$ cat src/rtl/speaker_ctl_if.sv
// Sample-side and codec-side signals of the I2S speaker controller.
// master: the tone generator / codec side. slave: speaker_ctl itself.
interface speaker_ctl_if #(
    parameter int DATA_W = 16
);
    logic [DATA_W-1:0] audio_left;
    logic [DATA_W-1:0] audio_right;
    logic              mute;
    logic              frame_tick;
    logic              audio_mclk;
    logic              audio_lrck;
    logic              audio_sck;
    logic              audio_sdin;

    modport master (
        output audio_left, audio_right, mute,
        input  frame_tick, audio_mclk, audio_lrck, audio_sck, audio_sdin
    );

    modport slave (
        input  audio_left, audio_right, mute,
        output frame_tick, audio_mclk, audio_lrck, audio_sck, audio_sdin
    );
endinterface

$ cat src/rtl/speaker_ctl.sv
// I2S serializer for the Pmod audio amplifier/DAC.
// A single 9-bit free-running counter is the only timebase: every codec pin
// is a flop loaded with the decode of the count being loaded, so all pins are
// glitch-free and aligned to the counter.
//   mclk = c[1] (clk/4), sck = c[3] (clk/16), lrck = c[8] (clk/512)
//   p = c[8:4] is the SCK period within the frame; left slot p = 0..15,
//   right slot p = 16..31; k = p mod 16 is the position inside the slot.
// Each slot word goes out MSB-first at k = 1.., one SCK after lrck changes.
// With 16 SCK periods per slot, bit (DATA_W-16) of a 16-bit-or-wider word
// lands at k = 0 of the following slot. Words wider than 16 bits are
// truncated to their top 16 bits.
module speaker_ctl #(
    parameter int DATA_W = 16
) (
    input  logic         clk,
    input  logic         rst_n,
    speaker_ctl_if.slave bus
);
    localparam int               CNT_W     = 9;
    localparam int               TAIL_IDX  = (DATA_W >= 16) ? (DATA_W - 16) : 0;
    localparam int               SLOT_BITS = (DATA_W < 15) ? DATA_W : 15;
    localparam logic [CNT_W-1:0] LAST_CNT  = '1;

    logic [CNT_W-1:0]  r_cnt;
    logic [CNT_W-1:0]  w_cnt_next;
    logic [4:0]        w_pos;
    logic [3:0]        w_bit;
    logic              w_capture;
    logic              w_sdin_next;

    logic [DATA_W-1:0] r_latch_l;
    logic [DATA_W-1:0] r_latch_r;
    // Right-channel tail bit, held so it survives the capture that overwrites r_latch_r.
    logic              r_tail_r;

    logic              r_mclk;
    logic              r_sck;
    logic              r_lrck;
    logic              r_sdin;
    logic              r_tick;

    assign w_cnt_next = r_cnt + 9'd1;
    assign w_pos      = w_cnt_next[8:4];
    assign w_bit      = w_pos[3:0];
    assign w_capture  = (w_cnt_next == '0);

    // Serial data bit owned by SCK period w_pos of the next count.
    always_comb begin
        w_sdin_next = 1'b0;
        if (w_bit == 4'd0) begin
            // Tail of the previous slot: left word's last bit at p = 16,
            // previous frame's right word's last bit at p = 0.
            if (DATA_W >= 16) begin
                w_sdin_next = w_pos[4] ? r_latch_l[TAIL_IDX] : r_tail_r;
            end
        end else begin
            for (int i = 1; i <= SLOT_BITS; i++) begin
                if (w_bit == 4'(i)) begin
                    w_sdin_next = w_pos[4] ? r_latch_r[DATA_W-i] : r_latch_l[DATA_W-i];
                end
            end
        end
    end

    // Frame counter, once-per-frame sample capture and the held right tail bit.
    always_ff @(posedge clk or negedge rst_n) begin
        if (!rst_n) begin
            r_cnt     <= '0;
            r_latch_l <= '0;
            r_latch_r <= '0;
            r_tail_r  <= 1'b0;
        end else begin
            r_cnt <= w_cnt_next;
            if (w_capture) begin
                r_latch_l <= bus.mute ? '0 : bus.audio_left;
                r_latch_r <= bus.mute ? '0 : bus.audio_right;
            end
            // r_latch_r is stable through the right slot; the last load here
            // happens at count 511, before the capture edge.
            if (w_cnt_next[CNT_W-1]) begin
                r_tail_r <= r_latch_r[TAIL_IDX];
            end
        end
    end

    // Codec pins and frame_tick, registered from the decode of the next count.
    always_ff @(posedge clk or negedge rst_n) begin
        if (!rst_n) begin
            r_mclk <= 1'b0;
            r_sck  <= 1'b0;
            r_lrck <= 1'b0;
            r_sdin <= 1'b0;
            r_tick <= 1'b0;
        end else begin
            r_mclk <= w_cnt_next[1];
            r_sck  <= w_cnt_next[3];
            r_lrck <= w_cnt_next[CNT_W-1];
            r_sdin <= w_sdin_next;
            r_tick <= (w_cnt_next == LAST_CNT);
        end
    end

    assign bus.audio_mclk = r_mclk;
    assign bus.audio_sck  = r_sck;
    assign bus.audio_lrck = r_lrck;
    assign bus.audio_sdin = r_sdin;
    assign bus.frame_tick = r_tick;
endmodule

$ cat src/flat_wrapper.sv
// flat-port wrapper written by rule: the top's interface ports become plain ports
module speaker_ctl_flat 
#(
    parameter int DATA_W = 16
)
  (clk, rst_n, bus_audio_left, bus_audio_right, bus_mute, bus_frame_tick, bus_audio_mclk, bus_audio_lrck, bus_audio_sck, bus_audio_sdin);
  speaker_ctl_if #(.DATA_W(DATA_W)) bus_i ();
  input  logic clk;
  input  logic rst_n;
  input wire logic [$bits(bus_i.audio_left)-1:0] bus_audio_left;
  input wire logic [$bits(bus_i.audio_right)-1:0] bus_audio_right;
  input wire logic [$bits(bus_i.mute)-1:0] bus_mute;
  output wire logic [$bits(bus_i.frame_tick)-1:0] bus_frame_tick;
  output wire logic [$bits(bus_i.audio_mclk)-1:0] bus_audio_mclk;
  output wire logic [$bits(bus_i.audio_lrck)-1:0] bus_audio_lrck;
  output wire logic [$bits(bus_i.audio_sck)-1:0] bus_audio_sck;
  output wire logic [$bits(bus_i.audio_sdin)-1:0] bus_audio_sdin;
  assign bus_i.audio_left = bus_audio_left;
  assign bus_i.audio_right = bus_audio_right;
  assign bus_i.mute = bus_mute;
  assign bus_frame_tick = bus_i.frame_tick;
  assign bus_audio_mclk = bus_i.audio_mclk;
  assign bus_audio_lrck = bus_i.audio_lrck;
  assign bus_audio_sck = bus_i.audio_sck;
  assign bus_audio_sdin = bus_i.audio_sdin;
  speaker_ctl #(.DATA_W(DATA_W)) u_core (.clk(clk), .rst_n(rst_n), .bus(bus_i));
endmodule
$ cat config.mk
export PLATFORM = sky130hd
export DESIGN_NAME = speaker_ctl_flat
export DESIGN_NICKNAME = d
export VERILOG_FILES = /design/src/rtl/speaker_ctl_if.sv /design/src/rtl/speaker_ctl.sv /design/src/flat_wrapper.sv
export SDC_FILE = /design/constraint.sdc
export NUM_CORES = 1
export LEC_CHECK = 0
export CORE_MARGIN = 1
export CORE_UTILIZATION = 53
export DETAILED_ROUTE_END_ITERATION = 6
export MAX_ROUTING_LAYER = met4
export PLACE_DENSITY = 0.82
export SLEW_MARGIN = 30
export SYNTH_ARGS = -nofsm -noshare
export SYNTH_HDL_FRONTEND = slang
export SYNTH_SLANG_ARGS = --single-unit
$ cat constraint.sdc
create_clock -name clk -period 2.85 [get_ports clk]
set_input_delay 0.7125 -clock clk [delete_from_list [all_inputs] [get_ports clk]]
set_output_delay 0.7125 -clock clk [all_outputs]
set_load 0.1 [all_outputs]
==> results of run 1 <==
per-stage QoR:
stage	utilization, %	hold WS [ps]
after floorplan	-	417
after global placement	64.6	451
after detailed placement	64.6	471
after CTS	66.8	391
after global routing	66.9	408
final	66.9	374
cell families after synthesis:
group,synth area share [%]
DFF,45.4
AOI/OAI and AO/OA,18.0
muxes,2.48
and+or+nand+nor,27.2
adders and majority gates,1.03
xor gates and xnor gates,1.76
buffers and inverters,4.18
final timing paths:
| path | startpoint | to | slack, ps |
|---|---|---|---|
| max in group asynchronous | rst_n | u_core.r_latch_r[3]$_DFFE_PN0N_ | 1800 |
| worst max register to register | u_core.r_cnt[0]$_DFF_PN0_ | u_core.bus.audio_sdin$_DFF_PN0_ | 270 |
| worst min register to register | u_core.r_latch_l[6]$_DFFE_PN0N_ | u_core.r_latch_l[6]$_DFFE_PN0N_ | 490 |
| min in group clk | u_core.r_latch_l[6]$_DFFE_PN0N_ | u_core.r_latch_l[6]$_DFFE_PN0N_ | 490 |
| worst max-delay path | u_core.r_cnt[0]$_DFF_PN0_ | u_core.bus.audio_sdin$_DFF_PN0_ | 270 |
| worst min-delay path | rst_n | u_core.r_cnt[8]$_DFF_PN0_ | 370 |
per-layer routing:
| layer | routed length (microns) | up-vias |
|---|---|---|
| met3 | 234 | 11 |
| met5 | 0 | - |
| li1 | - | 1004 |
| met2 | 2360 | 55 |
| met1 | 2530 | 933 |
| met4 | 138 | 0 |
area by class of cell:
cell class                 instances  area [sq um]
fill                             370          1450
multi-input combinational        201          1220
sequential                        44          1100
timing repair buffer              45           418
clock buffer                       6          82.6
tap                               52          65.1
inverter                           7          30.0
clock inverter                     2          15.0
state kept, by name (all words and copies together) (netlist names):
name,flops
u_core.r_tail_r,1
u_core.r_latch_l,16
u_core.bus.audio_sdin,1
u_core.bus.frame_tick,1
u_core.r_cnt,9
u_core.r_latch_r,16
cells in the mapped netlist (3+ instances only):
| cell type | number | area (sq um) |
|---|---|---|
| clkbuf_1 | 7 | 26.3 |
| dfrtp_1 | 44 | 1100 |
| a21oi_1 | 3 | 15.0 |
| mux2i_1 | 6 | 60.1 |
| nand2_1 | 45 | 169 |
| a31oi_1 | 4 | 25.0 |
| buf_2 | 6 | 30.0 |
| o21ai_0 | 5 | 25.0 |
| or3_1 | 3 | 18.8 |
| a211oi_1 | 5 | 37.5 |
| and3_1 | 9 | 56.3 |
| inv_1 | 4 | 15.0 |
| nor2_1 | 3 | 11.3 |
| o21ai_1 | 35 | 175 |
| nand3_1 | 12 | 60.1 |
| nand2b_1 | 33 | 206 |
| nor3_1 | 3 | 15.0 |
power groups by stage:
stage | Sequential, mW | Combinational, mW | Clock (mW)
after floorplan | 0.636 | 0.0195 | 0
after global placement | 0.636 | 0.0802 | 0
after detailed placement | 0.636 | 0.0816 | 0
after CTS | 0.624 | 0.0817 | 0.418
after global routing | 0.624 | 0.0902 | 0.449
final | 0.624 | 0.0796 | 0.412
worst max-delay path, stage by stage, from the launching register on:
cell and delay [ps]:
dfrtp_1 460, ha_1 300, nand3_1 180, o21a_1 270, nor2_4 220, clkinvlp_4 250
a211oi_1 310, a2111oi_0 110, a31oi_1 200, a41oi_2 150
cells in the final DEF, fill, tap and decap left out, types with 3 or more instances in the layout:
cell type        count
or3_1                3
o21ai_1             35
nor3_1               3
mux2i_1              6
dfrtp_1             43
a211oi_1             5
a31oi_1              4
and3_1               9
a21oi_1              3
buf_4               11
clkdlybuf4s50_1     33
o21ai_0              5
nand2_1             45
nor2_1               3
clkinvlp_4           3
clkbuf_8             6
nand3_1             12
nand2b_1            33
inv_1                4
what timing repair did:
item | in CTS | in global routing
setup endpoints to repair | 0 | 1
hold buffers | 0 | 0
gates resized for setup | 0 | 1
==> qor.txt, run 1 <==
crit path kind = reg2reg
Clock Pin Slew Worst Setup and Hold Paths = 90 ps
gr ovfl total = 0
Fmax achieved = 0.388 GHz
worst vdd ir = 0.288 mV
Setup Buffers After CTS = 0
Rows = 24
Post-synth EDFFs = 0
Synth async-reset ratio = 100%
Placer Congestion = 0.931
Slew Limit Fails = 0
Vias/cell = 5.61
HP Class = in2async
GR Util All Layers = 25.4%
die area = 4850 sq um
CTS H-tree depth = 2
Final min period = 2580 ps
CTS Sinks = 44
Slew headroom = 51.2%
P_int = 871 uW
I/O Buffers = 39
skew final = 5.07 ps
I/O pin cnt = 40
setup TNS = 0 ps
CORE AREA = 4380 sq um
final instance area = 2930 sq um
post-placement cell area = 2830 sq um
YS warnings = 0
Final Cycle Share = 90.4%
Mapped Cells = 267
register bit total from synthesis = 44
Total Power = 1.12 mW
Netlist Area Pre-Place = 2420 sq um
worst slew pin tran = 730 ps
PD cells = 380 nW/um^2
largest net degree at the start of global routing = 35
# setup viols final = 0
final WL = 5.26 mm
GR Util met3 = 4.65%
vias = 2003
CTS tree = yes
number of nets in the layout = 341
Seq/Total Area, Yosys = 45.4%
Syn Nets = 304
First DRT Iteration DRCs = 104
cts bufs inserted = 5
Setup crit end kind = flop
Place WS = 260 ps
met1 Resource Use GR = 34.3%
syn avg cell area = 9.08 sq um
maxcap violations = 0
initial antenna violation count = 0
switching power = 244 uW
Die Width = 69.6 microns
drt wl/cell = 14.7 microns
drt first pass iters = 4
clock power share = 37.0%
CP Launch Type = flop
CTS root buffer = clkbuf_8
leakage = 1.32 nW
Sw Share = 21.9%
Initial Util = 55.3%
GR Util met2 = 38.3%
CP max FO = 8
final non-filler cell total = 357
vias in the first global route = 2056
combinational share of power = 7.1%
final worst slack = 274 ps
part of the power in registers = 55.9%
WP data required = 3020 ps
Final Hold Fails = 0
unrepaired setup endpoints after global routing = false
WP data arrival = 2740 ps
Cells after DPL = 349
Max Root-Sink Buffers = 2
Area growth, synth to finish = 21.1%
Yosys cell types = 48
# DRC = 0
clock insertion delay at the later pin of the skew report = 300 ps
Antenna Violating Nets Remaining = 0
GRT busiest layer = met2
die height = 69.6 microns
layout cells sized above 1 = 12.1%
ys flop type = dfrtp_1
status = finished, final reports clean
Reg2Reg Depth = 9
DPL Wire Length = 3.93 mm
first-pass GRT wire length = 9.47 mm
ANT cells = 0
Note: power is estimated with default switching activity, not from simulation.
==> run 2: changes to the inputs <==
CORE_UTILIZATION = 63   (was 53)
DONT_BUFFER_PORTS = 1   (was default)
==> run 2 against run 1 <==
Net effect: the run now ends with design-rule violations left; maximum frequency shrank 1.1%; sequential share of layout area grew 5.5 points; worst setup slack lost 30 ps; clock power shrank 4%; global-route usage grew 2.3 points; first-iteration DRC count grew 23%; sequential cell count is the same; cell count shrank 12%; clock-buffer cell count is the same; critical endpoint unchanged; highest routed layer unchanged.
==> qor.txt, run 2 (synthesized netlist as in run 1, its figures left out) <==
vias = 1853 (-7.5%)
WP data required = 3000 ps (-20 ps)
wire length on met1 = 2.24 mm (-11%)
number of nets in the layout = 302 (-11%)
Total Power = 1.04 mW (-7.1%)
First DRT Iteration DRCs = 128 (+23%)
met3 wire length = 264 microns (+13%)
Vias/cell = 5.90 (+5.2%)
I/O Buffers = 0 (-100%)
vias in the first global route = 1722 (-16%)
Die Width = 64.0 microns (-8.0%)
Place WS = 304 ps (+44.4 ps)
Final Hold Fails = 0 (unchanged)
CTS H-tree depth = 2 (unchanged)
drt wl/cell = 15.8 microns (+7.2%)
CTS Sinks = 44 (unchanged)
# setup viols final = 0 (unchanged)
ANT cells = 0 (unchanged)
drt first pass iters = 6 (+2)
Placer Congestion = 0.902 (-3.1%)
GR Util All Layers = 27.7% (+2.3 points)
die height = 64.0 microns (-8.0%)
HP Class = in2async
CP max FO = 8 (unchanged)
worst vdd ir = 0.328 mV (+14%)
Final Util = 69.4% (+2.4 points)
die area = 4100 sq um (-15%)
Area growth, synth to finish = 5.58%
cts bufs inserted = 5 (unchanged)
hold_buf cts = 0 (unchanged)
failing checks = design-rule violations
CORE AREA = 3690 sq um (-16%)
PD cells = 405 nW/um^2 (+6.6%)
final worst slack = 244 ps (-29.9 ps)
status = complete, but fails checks
Slew headroom = 42.4% (-8.7 points)
worst slew pin tran = 864 ps (+134 ps)
Fmax achieved = 0.384 GHz (-1.1%)
top sig layer = met4
first-pass GRT wire length = 8.28 mm (-13%)
CTS tree = yes
Setup Buffers After CTS = 0 (unchanged)
setup TNS = 0 ps (unchanged)
Clock Pin Slew Worst Setup and Hold Paths = 80 ps (about the same)
Initial Util = 65.7% (+10 points)
Rows = 22 (-8.3%)
skew final = 5.49 ps (+0.414 ps)
# DRC = 1 (+1)
gr ovfl total = 0 (unchanged)
maxcap violations = 0 (unchanged)
Fillers = 295 (-20%)
I/O pin cnt = 40 (unchanged)
Final Cycle Share = 91.4% (+1.1 points)
top flop regs = u_core.r_latch_l x16, u_core.r_latch_r x16, u_core.r_cnt x9
Setup crit end kind = flop
Antenna Violating Nets Remaining = 0 (unchanged)
CTS root buffer = clkbuf_8
most frequent cells in the layout = nand2_1, dfrtp_1, o21ai_1
DPL Wire Length = 3.71 mm (-5.6%)
Max Root-Sink Buffers = 2 (unchanged)
clock insertion delay at the later pin of the skew report = 290 ps (about the same)
final WL = 4.96 mm (-5.7%)
leakage = 1.18 nW (-11%)
unrepaired setup endpoints after global routing = false
WP data arrival = 2760 ps (+20 ps)
CP Launch Type = flop
largest net degree at the start of global routing = 65 (+86%)
met2 wire length = 2.39 mm (+1.4%)
Final min period = 2610 ps (+29.9 ps)
layout cells sized above 1 = 12.0% (-0.10 points)
commonest non-fill, non-tap cell in the layout = nand2_1
initial antenna violation count = 0 (unchanged)
crit path kind = reg2reg
Slew Limit Fails = 0 (unchanged)
-- run 2: changes by cell type in the layout (fill, tap and decap cells not counted) --
cell and delta:
clkinvlp_4 -3, xor2_1 -1, clkdlybuf4s50_1 -33, clkinv_2 +2
buf_4 -5, clkinv_1 +1, xor2_2 +1, o21ai_1 -1
o21ai_2 +1, buf_2 -1
-- run 2: worst paths after layout --
check / start / endpoint / slack, ps / cells after the start
setup / recovery: u_core.r_cnt[0]$_DFF_PN0_ / u_core.bus.audio_sdin$_DFF_PN0_ / 240 / 8
hold / removal: rst_n / u_core.r_cnt[0]$_DFF_PN0_ / 110 / 0
setup reg to reg: u_core.r_cnt[0]$_DFF_PN0_ / u_core.bus.audio_sdin$_DFF_PN0_ / 240 / 8
hold reg to reg: u_core.r_tail_r$_DFFE_PN0N_ / u_core.r_tail_r$_DFFE_PN0N_ / 470 / 2
max in group asynchronous: rst_n / u_core.r_latch_l[8]$_DFFE_PN0N_ / 2650 / 0
min in group clk: u_core.r_tail_r$_DFFE_PN0N_ / u_core.r_tail_r$_DFFE_PN0N_ / 470 / 2
-- run 2: final cells by class --
cell class / count / area [sq um] / area share, %
clock inverter: 2 / 10.0 / 0.391
clock buffer: 6 / 82.6 / 3.23
inverter: 7 / 26.3 / 1.03
tap: 48 / 60.1 / 2.35
sequential: 44 / 1100 / 43.1
multi-input combinational: 201 / 1230 / 48.2
timing repair buffer: 6 / 45.0 / 1.76
-- run 2: timing repair --
item,CTS,global route
gates resized for setup,0,2
endpoints found under the hold margin,0,0
setup endpoints to repair,0,8
-- run 2: report_power, final --
part	total (mW)	internal, mW	switching (mW)
logic	0.0179	0.0118	0.00609
registers	0.624	0.624	0
clock network	0.395	0.193	0.202
total	1.04	0.829	0.208
-- run 2: metrics by stage --
step	area [sq um]	hold WS (ps)	instances
after floorplan	2420	417	267
after global placement	2450	418	306
after detailed placement	2450	418	306
after CTS	2550	100	314
after global routing	2560	89.3	314
final	2560	105	314
-- run 2: metal layers --
layer,track usage (%),up-vias
met2,42.4,54
met5,-,-
met4,7.39,0
met1,38.2,866
li1,-,927
met3,4.82,6
-- run 2: critical path, stage by stage (launching register included) --
cell	delay, ps
dfrtp_1	470
ha_1	300
nand3_1	200
or3_1	480
and3_1	230
a211oi_1	280
o32ai_1	160
o21ai_1	200
a41oi_2	140
